<file path="src/rtl/toccata_volume_ramp_pkg.sv">
// Shared types and constants for the Toccata volume ramp sequencer.
package toccata_pkg;

  localparam int unsigned TOCCATA_ATTEN_W   = 6;
  localparam int unsigned TOCCATA_ATTEN_MAX = 63;

  typedef enum logic [2:0] {
    IDLE,
    RAMP,
    FADE_OUT,
    MUTED
  } vol_ramp_state_t;

endpackage

</file>
<file path="src/rtl/toccata_volume_ramp_if.sv">
// Register-file-to-volume-block control bus; master = register file side, slave = ramp sequencer.
interface toccata_volume_ramp_if
  import toccata_pkg::*;
#(
  parameter int unsigned ATTEN_W = TOCCATA_ATTEN_W
);

  logic               sample_strobe;
  logic               ramp_enable;
  logic [ATTEN_W-1:0] target_atten_left;
  logic               target_mute_left;
  logic [ATTEN_W-1:0] target_atten_right;
  logic               target_mute_right;
  logic [ATTEN_W-1:0] attenuation_left;
  logic               mute_left;
  logic [ATTEN_W-1:0] attenuation_right;
  logic               mute_right;
  logic               busy_left;
  logic               busy_right;

  modport master (
    output sample_strobe, ramp_enable,
    output target_atten_left, target_mute_left,
    output target_atten_right, target_mute_right,
    input  attenuation_left, mute_left, attenuation_right, mute_right,
    input  busy_left, busy_right
  );

  modport slave (
    input  sample_strobe, ramp_enable,
    input  target_atten_left, target_mute_left,
    input  target_atten_right, target_mute_right,
    output attenuation_left, mute_left, attenuation_right, mute_right,
    output busy_left, busy_right
  );

endinterface

</file>
<file path="src/rtl/toccata_volume_ramp_chan.sv">
// One channel of the volume ramp: state machine plus registered attenuation/mute/busy.
module toccata_volume_ramp_chan
  import toccata_pkg::*;
#(
  parameter int unsigned ATTEN_W = TOCCATA_ATTEN_W
) (
  input  logic               clk,
  input  logic               rst_n,
  input  logic               i_tick,
  input  logic               i_ramp_enable,
  input  logic [ATTEN_W-1:0] i_tgt_atten,
  input  logic               i_tgt_mute,
  output logic [ATTEN_W-1:0] o_atten,
  output logic               o_mute,
  output logic               o_busy
);

  localparam logic [ATTEN_W-1:0] ATTEN_MAX = '1;

  vol_ramp_state_t    r_state;
  vol_ramp_state_t    w_state_eff;
  vol_ramp_state_t    w_state_nxt;
  logic [ATTEN_W-1:0] r_cur;
  logic [ATTEN_W-1:0] w_cur_nxt;
  logic               r_mute;
  logic               w_mute_nxt;
  logic               r_busy;

  always_comb begin
    w_state_eff = r_state;
    w_state_nxt = r_state;
    w_cur_nxt   = r_cur;
    w_mute_nxt  = r_mute;

    if (!i_ramp_enable) begin
      w_cur_nxt   = i_tgt_mute ? ATTEN_MAX : i_tgt_atten;
      w_mute_nxt  = i_tgt_mute;
      w_state_nxt = i_tgt_mute ? MUTED : IDLE;
    end else begin
      // Target-driven transition first; a coincident tick then steps in the new state's direction.
      case (r_state)
        IDLE: begin
          if (i_tgt_mute)                w_state_eff = FADE_OUT;
          else if (i_tgt_atten != r_cur) w_state_eff = RAMP;
        end
        RAMP: begin
          if (i_tgt_mute) w_state_eff = FADE_OUT;
        end
        FADE_OUT: begin
          if (!i_tgt_mute) w_state_eff = RAMP;
        end
        MUTED: begin
          if (!i_tgt_mute) begin
            w_mute_nxt  = 1'b0;
            w_state_eff = (i_tgt_atten == ATTEN_MAX) ? IDLE : RAMP;
          end
        end
        default: w_state_eff = IDLE;
      endcase

      w_state_nxt = w_state_eff;
      case (w_state_eff)
        RAMP: begin
          if (i_tick) begin
            if (r_cur < i_tgt_atten)      w_cur_nxt = r_cur + 1'b1;
            else if (r_cur > i_tgt_atten) w_cur_nxt = r_cur - 1'b1;
          end
          if (w_cur_nxt == i_tgt_atten) w_state_nxt = IDLE;
        end
        FADE_OUT: begin
          if (i_tick) begin
            if (r_cur == ATTEN_MAX) begin
              w_mute_nxt  = 1'b1;
              w_state_nxt = MUTED;
            end else begin
              w_cur_nxt = r_cur + 1'b1;
            end
          end
        end
        MUTED:   w_cur_nxt = ATTEN_MAX;
        default: ;
      endcase
    end
  end

  always_ff @(posedge clk or negedge rst_n) begin
    if (!rst_n) begin
      r_state <= MUTED;
      r_cur   <= '1;
      r_mute  <= 1'b1;
      r_busy  <= 1'b0;
    end else begin
      r_state <= w_state_nxt;
      r_cur   <= w_cur_nxt;
      r_mute  <= w_mute_nxt;
      r_busy  <= (w_state_nxt == RAMP) || (w_state_nxt == FADE_OUT);
    end
  end

  assign o_atten = r_cur;
  assign o_mute  = r_mute;
  assign o_busy  = r_busy;

endmodule

</file>
<file path="src/rtl/toccata_volume_ramp.sv">
// Toccata volume ramp top: shared sample-rate step divider feeding two channel sequencers.
module toccata_volume_ramp
  import toccata_pkg::*;
#(
  parameter int unsigned STEP_SAMPLES = 4,
  parameter int unsigned ATTEN_W      = TOCCATA_ATTEN_W
) (
  input  logic                  clk,
  input  logic                  rst_n,
  toccata_volume_ramp_if.slave  bus
);

  localparam int unsigned        DIV_W    = (STEP_SAMPLES > 1) ? $clog2(STEP_SAMPLES) : 1;
  localparam logic [DIV_W-1:0]   DIV_LAST = DIV_W'(STEP_SAMPLES - 1);

  logic [DIV_W-1:0] r_div;
  logic             w_tick;

  assign w_tick = bus.sample_strobe && (r_div == DIV_LAST);

  always_ff @(posedge clk or negedge rst_n) begin
    if (!rst_n) begin
      r_div <= '0;
    end else if (bus.sample_strobe) begin
      r_div <= w_tick ? '0 : r_div + 1'b1;
    end
  end

  toccata_volume_ramp_chan #(
    .ATTEN_W (ATTEN_W)
  ) u_chan_left (
    .clk           (clk),
    .rst_n         (rst_n),
    .i_tick        (w_tick),
    .i_ramp_enable (bus.ramp_enable),
    .i_tgt_atten   (bus.target_atten_left),
    .i_tgt_mute    (bus.target_mute_left),
    .o_atten       (bus.attenuation_left),
    .o_mute        (bus.mute_left),
    .o_busy        (bus.busy_left)
  );

  toccata_volume_ramp_chan #(
    .ATTEN_W (ATTEN_W)
  ) u_chan_right (
    .clk           (clk),
    .rst_n         (rst_n),
    .i_tick        (w_tick),
    .i_ramp_enable (bus.ramp_enable),
    .i_tgt_atten   (bus.target_atten_right),
    .i_tgt_mute    (bus.target_mute_right),
    .o_atten       (bus.attenuation_right),
    .o_mute        (bus.mute_right),
    .o_busy        (bus.busy_right)
  );

endmodule

</file>
<file path="src/flat_wrapper.sv">
// flat-port wrapper written by rule: the top's interface ports become plain ports
module toccata_volume_ramp_flat import toccata_pkg::*;
#(
  parameter int unsigned STEP_SAMPLES = 4,
  parameter int unsigned ATTEN_W      = TOCCATA_ATTEN_W
)
  (clk, rst_n, bus_sample_strobe, bus_ramp_enable, bus_target_atten_left, bus_target_mute_left, bus_target_atten_right, bus_target_mute_right, bus_attenuation_left, bus_mute_left, bus_attenuation_right, bus_mute_right, bus_busy_left, bus_busy_right);
  toccata_volume_ramp_if #(.ATTEN_W(ATTEN_W)) bus_i ();
  input  logic clk;
  input  logic rst_n;
  input wire logic [$bits(bus_i.sample_strobe)-1:0] bus_sample_strobe;
  input wire logic [$bits(bus_i.ramp_enable)-1:0] bus_ramp_enable;
  input wire logic [$bits(bus_i.target_atten_left)-1:0] bus_target_atten_left;
  input wire logic [$bits(bus_i.target_mute_left)-1:0] bus_target_mute_left;
  input wire logic [$bits(bus_i.target_atten_right)-1:0] bus_target_atten_right;
  input wire logic [$bits(bus_i.target_mute_right)-1:0] bus_target_mute_right;
  output wire logic [$bits(bus_i.attenuation_left)-1:0] bus_attenuation_left;
  output wire logic [$bits(bus_i.mute_left)-1:0] bus_mute_left;
  output wire logic [$bits(bus_i.attenuation_right)-1:0] bus_attenuation_right;
  output wire logic [$bits(bus_i.mute_right)-1:0] bus_mute_right;
  output wire logic [$bits(bus_i.busy_left)-1:0] bus_busy_left;
  output wire logic [$bits(bus_i.busy_right)-1:0] bus_busy_right;
  assign bus_i.sample_strobe = bus_sample_strobe;
  assign bus_i.ramp_enable = bus_ramp_enable;
  assign bus_i.target_atten_left = bus_target_atten_left;
  assign bus_i.target_mute_left = bus_target_mute_left;
  assign bus_i.target_atten_right = bus_target_atten_right;
  assign bus_i.target_mute_right = bus_target_mute_right;
  assign bus_attenuation_left = bus_i.attenuation_left;
  assign bus_mute_left = bus_i.mute_left;
  assign bus_attenuation_right = bus_i.attenuation_right;
  assign bus_mute_right = bus_i.mute_right;
  assign bus_busy_left = bus_i.busy_left;
  assign bus_busy_right = bus_i.busy_right;
  toccata_volume_ramp #(.STEP_SAMPLES(STEP_SAMPLES), .ATTEN_W(ATTEN_W)) u_core (.clk(clk), .rst_n(rst_n), .bus(bus_i));
endmodule
</file>
<file path="config.mk">
export PLATFORM = sky130hd
export DESIGN_NAME = toccata_volume_ramp_flat
export DESIGN_NICKNAME = d
export VERILOG_FILES = /design/src/rtl/toccata_volume_ramp_pkg.sv /design/src/rtl/toccata_volume_ramp_if.sv /design/src/rtl/toccata_volume_ramp_chan.sv /design/src/rtl/toccata_volume_ramp.sv /design/src/flat_wrapper.sv
export SDC_FILE = /design/constraint.sdc
export NUM_CORES = 1
export LEC_CHECK = 0
export BUFFER_PORTS_ARGS = -buffer_cell sky130_fd_sc_hd__buf_2
export CAP_MARGIN = 10
export CORE_MARGIN = 2
export CORE_UTILIZATION = 59
export CTS_CLUSTER_SIZE = 10
export DETAILED_ROUTE_END_ITERATION = 10
export PLACE_DENSITY_LB_ADDON = 0.25
export SYNTH_ARGS = -nofsm -noshare
export SYNTH_HDL_FRONTEND = slang
export SYNTH_SLANG_ARGS = --single-unit
</file>
<file path="constraint.sdc">
create_clock -name clk -period 2.9 [get_ports clk]
set_clock_uncertainty 0.15 [all_clocks]
set_input_delay 0.29 -clock clk [delete_from_list [all_inputs] [get_ports clk]]
set_output_delay 0.29 -clock clk [all_outputs]
set_load 0.02 [all_outputs]
</file>
Word-level counts from Yosys, hierarchy flattened:

Index checks and enable logic that the tools add are counted.

* flip-flop bits (word level): 24
* output and inout port bits: 16
* logic and storage cells: 117

* add/sub/neg operators: 5
* $lt $le $gt $ge: 4
* equality and inequality tests: 31
* muxes and demuxes: 61
* reduce and logical (&&, ||, !) cells: 7

Operators with widths (count)
* 2-to-1 mux 6 bit: 18
* 2-to-1 mux 3 bit: 20
* case mux 6 bit (3 select lines): 2
* == test 3 x 2 -> 1 bit (second input constant): 10
* == test 6 bit (second input constant): 4
* case mux 3 bit (4 select lines): 2
* == test 3 x 1 -> 1 bit (second input constant): 6
* 2-to-1 mux 1 bit: 14
* adder 6 x 1 -> 6 bit (second input constant): 2
* == test 6 bit: 2
* greater-than comparator 6 bit: 2
* less-than comparator 6 bit: 2
* != test 6 bit: 2
* case mux 3 bit (2 select lines): 2
* subtractor 6 x 1 -> 6 bit (second input constant): 2
* != test 4 x 1 -> 1 bit (second input constant): 2
* zero test 3 bit: 2
* 2-to-1 mux 2 bit: 3
* != test 3 x 2 -> 1 bit (second input constant): 2
* != test 3 bit (second input constant): 2
* AND reduction 3 bit: 2
* adder 2 x 1 -> 2 bit (second input constant): 1
* == test 2 bit (second input constant): 1
* logical OR 1 bit: 2
* logical AND 1 bit: 1

Depth between registers and ports, before layout:

* depth in word-level cells: 14
* gate-level depth with buffers: 12
* gate-level depth less buffers: 10

Modules after synthesis:

A second synthesis with hierarchy kept.

* cell total of the unflattened synthesis: 378
* area, all modules: 2992.9 um2

Modules (own cells, without submodules)
* toccata_volume_ramp_chan at u_core.u_chan_left: times used 1, cells an instance 182, area each 1465.2 um2, seq. area each 286.5 um2
* toccata_volume_ramp_chan at u_core.u_chan_right: times used 1, cells an instance 189, area each 1431.4 um2, seq. area each 286.5 um2
* toccata_volume_ramp: times used 1, cells an instance 7, area each 96.3 um2, seq. area each 50.0 um2

Least setup slack after synthesis:

Ideal clock, no wire load.

* kind: register to register
* start point: reg u_core.u_chan_left.r_cur[3], in the netlist u_core.u_chan_left.o_atten[3]
* end point: reg u_core.u_chan_left.r_busy, in the netlist u_core.u_chan_left.o_busy
* data arrival time: 2.448 ns
* required time: 2.624 ns
* slack: 0.176 ns
* stages on the path, launching flop included: 10
* buffers on the path: 0
* period minus slack after synthesis: 2.724 ns
* cells stage by stage: dfstp_2 > ha_1 > a211o_1 > o211a_2 > nor4_2 > o21bai_1 > and3_1 > a211oi_2 > a31oi_1 > a311o_1

* cells in the longest elaborated chain, start to end: 12
* elaborated cells between the ends (all ways): 26

Ends and longest elaborated chain
* start: declaration: RTL line toccata_volume_ramp_chan.sv:23 `logic [ATTEN_W-1:0] r_cur;`
* start signal: assignment: RTL line toccata_volume_ramp_chan.sv:94 `r_cur <= w_cur_nxt;`
* subtractor 6 x 1 -> 6 bit or greater-than comparator 6 bit (tied branches): RTL line toccata_volume_ramp_chan.sv:66 `else if (r_cur > i_tgt_atten) w_cur_nxt = r_cur - 1'b1;`
* 2-to-1 mux 6 bit: RTL line toccata_volume_ramp_chan.sv:66
* 2-to-1 mux 6 bit: RTL line toccata_volume_ramp_chan.sv:65 `if (r_cur < i_tgt_atten) w_cur_nxt = r_cur + 1'b1;`
* 2-to-1 mux 6 bit: RTL line toccata_volume_ramp_chan.sv:64 `if (i_tick) begin`
* 2-to-1 mux 6 bit: RTL line toccata_volume_ramp_chan.sv:62 `case (w_state_eff)`
* 2-to-1 mux 6 bit: RTL line toccata_volume_ramp_chan.sv:35 `if (!i_ramp_enable) begin`
* == test 6 bit: RTL line toccata_volume_ramp_chan.sv:68 `if (w_cur_nxt == i_tgt_atten) w_state_nxt = IDLE;`
* 2-to-1 mux 3 bit: RTL line toccata_volume_ramp_chan.sv:68
* case mux 3 bit (2 select lines) (*): RTL line toccata_volume_ramp_chan.sv:62
* 2-to-1 mux 3 bit (*): RTL line toccata_volume_ramp_chan.sv:35
* == test 3 x 1 -> 1 bit or == test 3 x 2 -> 1 bit (tied branches): RTL line toccata_volume_ramp_chan.sv:96 `r_busy <= (w_state_nxt == RAMP) || (w_state_nxt == FADE_OUT);`
* logical OR 1 bit (*): RTL line toccata_volume_ramp_chan.sv:96
* end signal: assignment: RTL line toccata_volume_ramp_chan.sv:96
* end: declaration: RTL line toccata_volume_ramp_chan.sv:27 `logic r_busy;`

Mark *: on every way between the ends. The rest lies on a longest branch, timed or not. The select of a mux whose other input is x is not followed.
A chain may end at the register's enable or synchronous reset.

Final worst setup path:

Same ends and word-level chain as after synthesis.

==> key figures <==
Finish
  – Fillers: 370
  – Most common cell after layout, fill and taps aside: buf_4
  – N_diodes: 0
  – Final instance area: 3280 um2
  – Non-filler cells, final: 459
  – Share of cells above drive strength 1: 0.278
  – Final net count: roughly 440
  – Commonest non-fill, non-tap cells in the layout: buf_4 (35), buf_2 (33), a21oi_1 (31)
  – Area grow syn2layout: 17.7%

Global routing
  – Initial antenna violation count: 0
  – First-pass GRT wire length: around 14,000 um
  – GRT Util Overall: 0.333
  – Vias in the first global route: 2,810
  – Overflow after GRT: 0
  – Largest net degree at the start of global routing: 38

Worst setup path
  – Setup crit start kind: register
  – Critical Path AT: roughly 2.9 ns
  – Crit end category: register
  – Maximum fanout along the worst path: 5
  – WP buf/inv: 0
  – Crit path max-delay family: compound AO/OA/AOI/OAI gates
  – Crit-path cells: ha_1 > a211o_1 > o211ai_1 > nand3_2 > a32oi_2 > a21oi_1 > a211oi_2 > a31oi_1 > a311o_1
  – Slowest cell on crit path: dfstp_2
  – Reg2reg setup slack: 0.05 ns
  – CP peak stage delay: 0.55 ns
  – Setup CP Type: register to register
  – Crit path required time: between 2 and 3 ns

Power
  – Clock share of power: 0.165
  – Pwr per Cell Area: 459 nW/um2
  – Internal power: approximately 850 uW
  – Maximum VDD drop: between 0.2 and 0.3 mV
  – Pleak: 0.00139 uW
  – Gate power share: 0.553
  – Total Power: 1500 uW
  – Switching part of the total: 0.435
  – Sequential power share: 0.283
  – Switching power total: 655 uW

Clocking
  – Worst-Skew Late Latency: 0.28 ns
  – Worst-path clk slew: ~0.10 ns
  – Htree depth: 1
  – CTS tree: built
  – Clock root cell: clkbuf_8
  – Clock sinks: 24
  – Cts bufs inserted: 3
  – Clock buffer depth: 2

Floorplan
  – Die Wd: between 70 and 80 um
  – Core area: 4440 um2
  – # IOs: 34
  – Die area: 5280 um2
  – Initial Util: 0.626
  – Site Rows: 24
  – Die Y: 72.7 um

Yosys
  – Yosys cell types: 72
  – Warnings, synthesis: 0
  – Synth Register Bits: 24
  – Syn Area/Cell: approximately 7.8 um2
  – Proportion of synthesized chip area in sequential cells: 0.224
  – Mapped Cells: approximately 360
  – Number of flops mapped to enable cells by yosys: 0
  – Synth Flop Type: dfstp_2
  – Async SR Flop Fraction: 1.00
  – Syn Std Cell Area: 2780 um2

Placed design
  – Post-DP HPWL: about 6400 um
  – Placed cell count: 453
  – Placed cell areas: between 3000 and 4000 um2
  – Buffers on Ports: 33
  – Routability-driven placement congestion ratio: between 1 and 1.5

Route
  – Iter 0 DRT Violations: 442
  – DRC Markers: 0
  – ANT nets after route: 0
  – WL/cell: 18.5 um
  – First drt pass iteration count: 7
  – Via Count: 3,112
  – Post-Route WL: 8510 um
  – Vias/cell: roughly 6.8

STA
  – Slew HR: 0.505
  – Final hold vios: 0
  – Fin crit share: 0.984
  – Hold_ws: about 0.11 ns
  – Final setup viols: 0
  – Period minus WS final: 2.85 ns
  – RSZ-0062 raised after global routing: true
  – Fmax: between 300 and 400 MHz
  – Worst-margin pin slew: 0.742 ns
  – Count of pins over their slew limit: 0

Status
  – Run status: finished clean

Job
  – MaxCap Viol Count: 0

Worst hold path
  – Worst Hold Class: input pin to register
==> path summary, 6_finish.rpt <==
check	from	end	cells past startpoint
min reg2reg	u_core.r_div[0]	u_core.r_div[0]	1
max in group asynchronous	rst_n	u_core.u_chan_right.o_atten[4]	2
max reg2reg	u_core.u_chan_left.o_atten[3]	u_core.u_chan_left.o_busy	9
max	u_core.u_chan_left.o_atten[3]	u_core.u_chan_left.o_busy	9
min in group asynchronous	rst_n	u_core.u_chan_left.o_busy	2
min	bus_sample_strobe	u_core.r_div[0]	2
==> metrics by stage <==
step | util | setup TNS [ns] | setup WS, ns
after CTS | 0.726 | 0 | 0.0364
after global routing | 0.737 | -0.135 | -0.0999
after detailed placement | 0.711 | 0 | 0.0690
after global placement | 0.711 | 0 | 0.0702
final | 0.737 | 0 | 0.0476
after floorplan | - | 0 | 0.176
==> flip-flops by register name (all words and copies together), names as in the netlist <==
name,cells
u_core.u_chan_right.o_atten,6
u_core.u_chan_left.o_mute,1
u_core.u_chan_right.r_state,3
u_core.u_chan_right.o_busy,1
u_core.u_chan_left.o_busy,1
u_core.r_div,2
u_core.u_chan_left.o_atten,6
u_core.u_chan_right.o_mute,1
u_core.u_chan_left.r_state,3
==> power by group through the flow <==
stage / registers (uW) / logic [uW] / clock network [uW]
after detailed placement: 430 / 782 / 0
after CTS: 425 / 789 / 254
after global placement: 428 / 773 / 0
final: 425 / 832 / 248
after floorplan: 471 / 501 / 0
after global routing: 431 / 906 / 264
==> synth_stat cells (3+ instances only) <==
master / number / area share
a31oi_1: 12 / 0.027
a21oi_1: 32 / 0.058
o22ai_1: 3 / 0.0067
mux2i_1: 8 / 0.029
nand2_1: 25 / 0.034
nor3_1: 15 / 0.027
nor2b_1: 3 / 0.0067
dfstp_2: 18 / 0.17
nand3_1: 12 / 0.022
o21ai_0: 20 / 0.036
o21ai_1: 3 / 0.0054
a21o_1: 3 / 0.0081
xnor2_1: 10 / 0.031
a221oi_1: 4 / 0.013
clkbuf_1: 18 / 0.024
nor2_1: 23 / 0.031
nand2b_1: 4 / 0.0090
buf_2: 5 / 0.0090
dfrtp_1: 6 / 0.054
or3_1: 3 / 0.0067
o21bai_1: 4 / 0.011
xor2_1: 5 / 0.016
o211ai_1: 7 / 0.019
ha_1: 17 / 0.076
and3_1: 10 / 0.022
a32oi_1: 5 / 0.016
nand3_2: 3 / 0.011
nand4_1: 4 / 0.0090
inv_1: 20 / 0.027
nor4_1: 5 / 0.011
==> cells by family (layout without fill, tap and decap cells) <==
group,Yosys count,count (layout),synth area share
AOI/OAI and AO/OA,124,124,0.308
and+or+nand+nor,122,122,0.239
buffers and inverters,46,93,0.0674
DFF,24,24,0.224
adders and majority gates,17,17,0.0764
xor gates and xnor gates,15,15,0.0472
muxes,10,10,0.0369
other,1,2,0.00135
==> final cells by class <==
type / count / area, um2 / share of cell area
clock buffer: 4 / 55.1 / 0.0168
inverter: 20 / 75.1 / 0.0229
multi-input combinational: 290 / 2020 / 0.617
sequential: 24 / 623 / 0.190
tap: 52 / 65.1 / 0.0199
timing repair buffer: 69 / 438 / 0.134
==> timing repair <==
item / CTS / global route
gates resized for setup: 0 / 9
endpoints found under the hold margin: 6 / 0
setup buffers: 0 / 1
setup endpoints to repair: 0 / 6
hold buffers: 1 / 0
==> per-layer routing <==
layer	GRT usage	vias to the layer above	share of wire
li1	-	1448	-
met1	0.526	1418	0.44
met2	0.473	226	0.42
met3	0.0456	20	0.12
met4	0.0844	0	0.017
met5	0	-	0
Power figures use the tool's default switching activity.
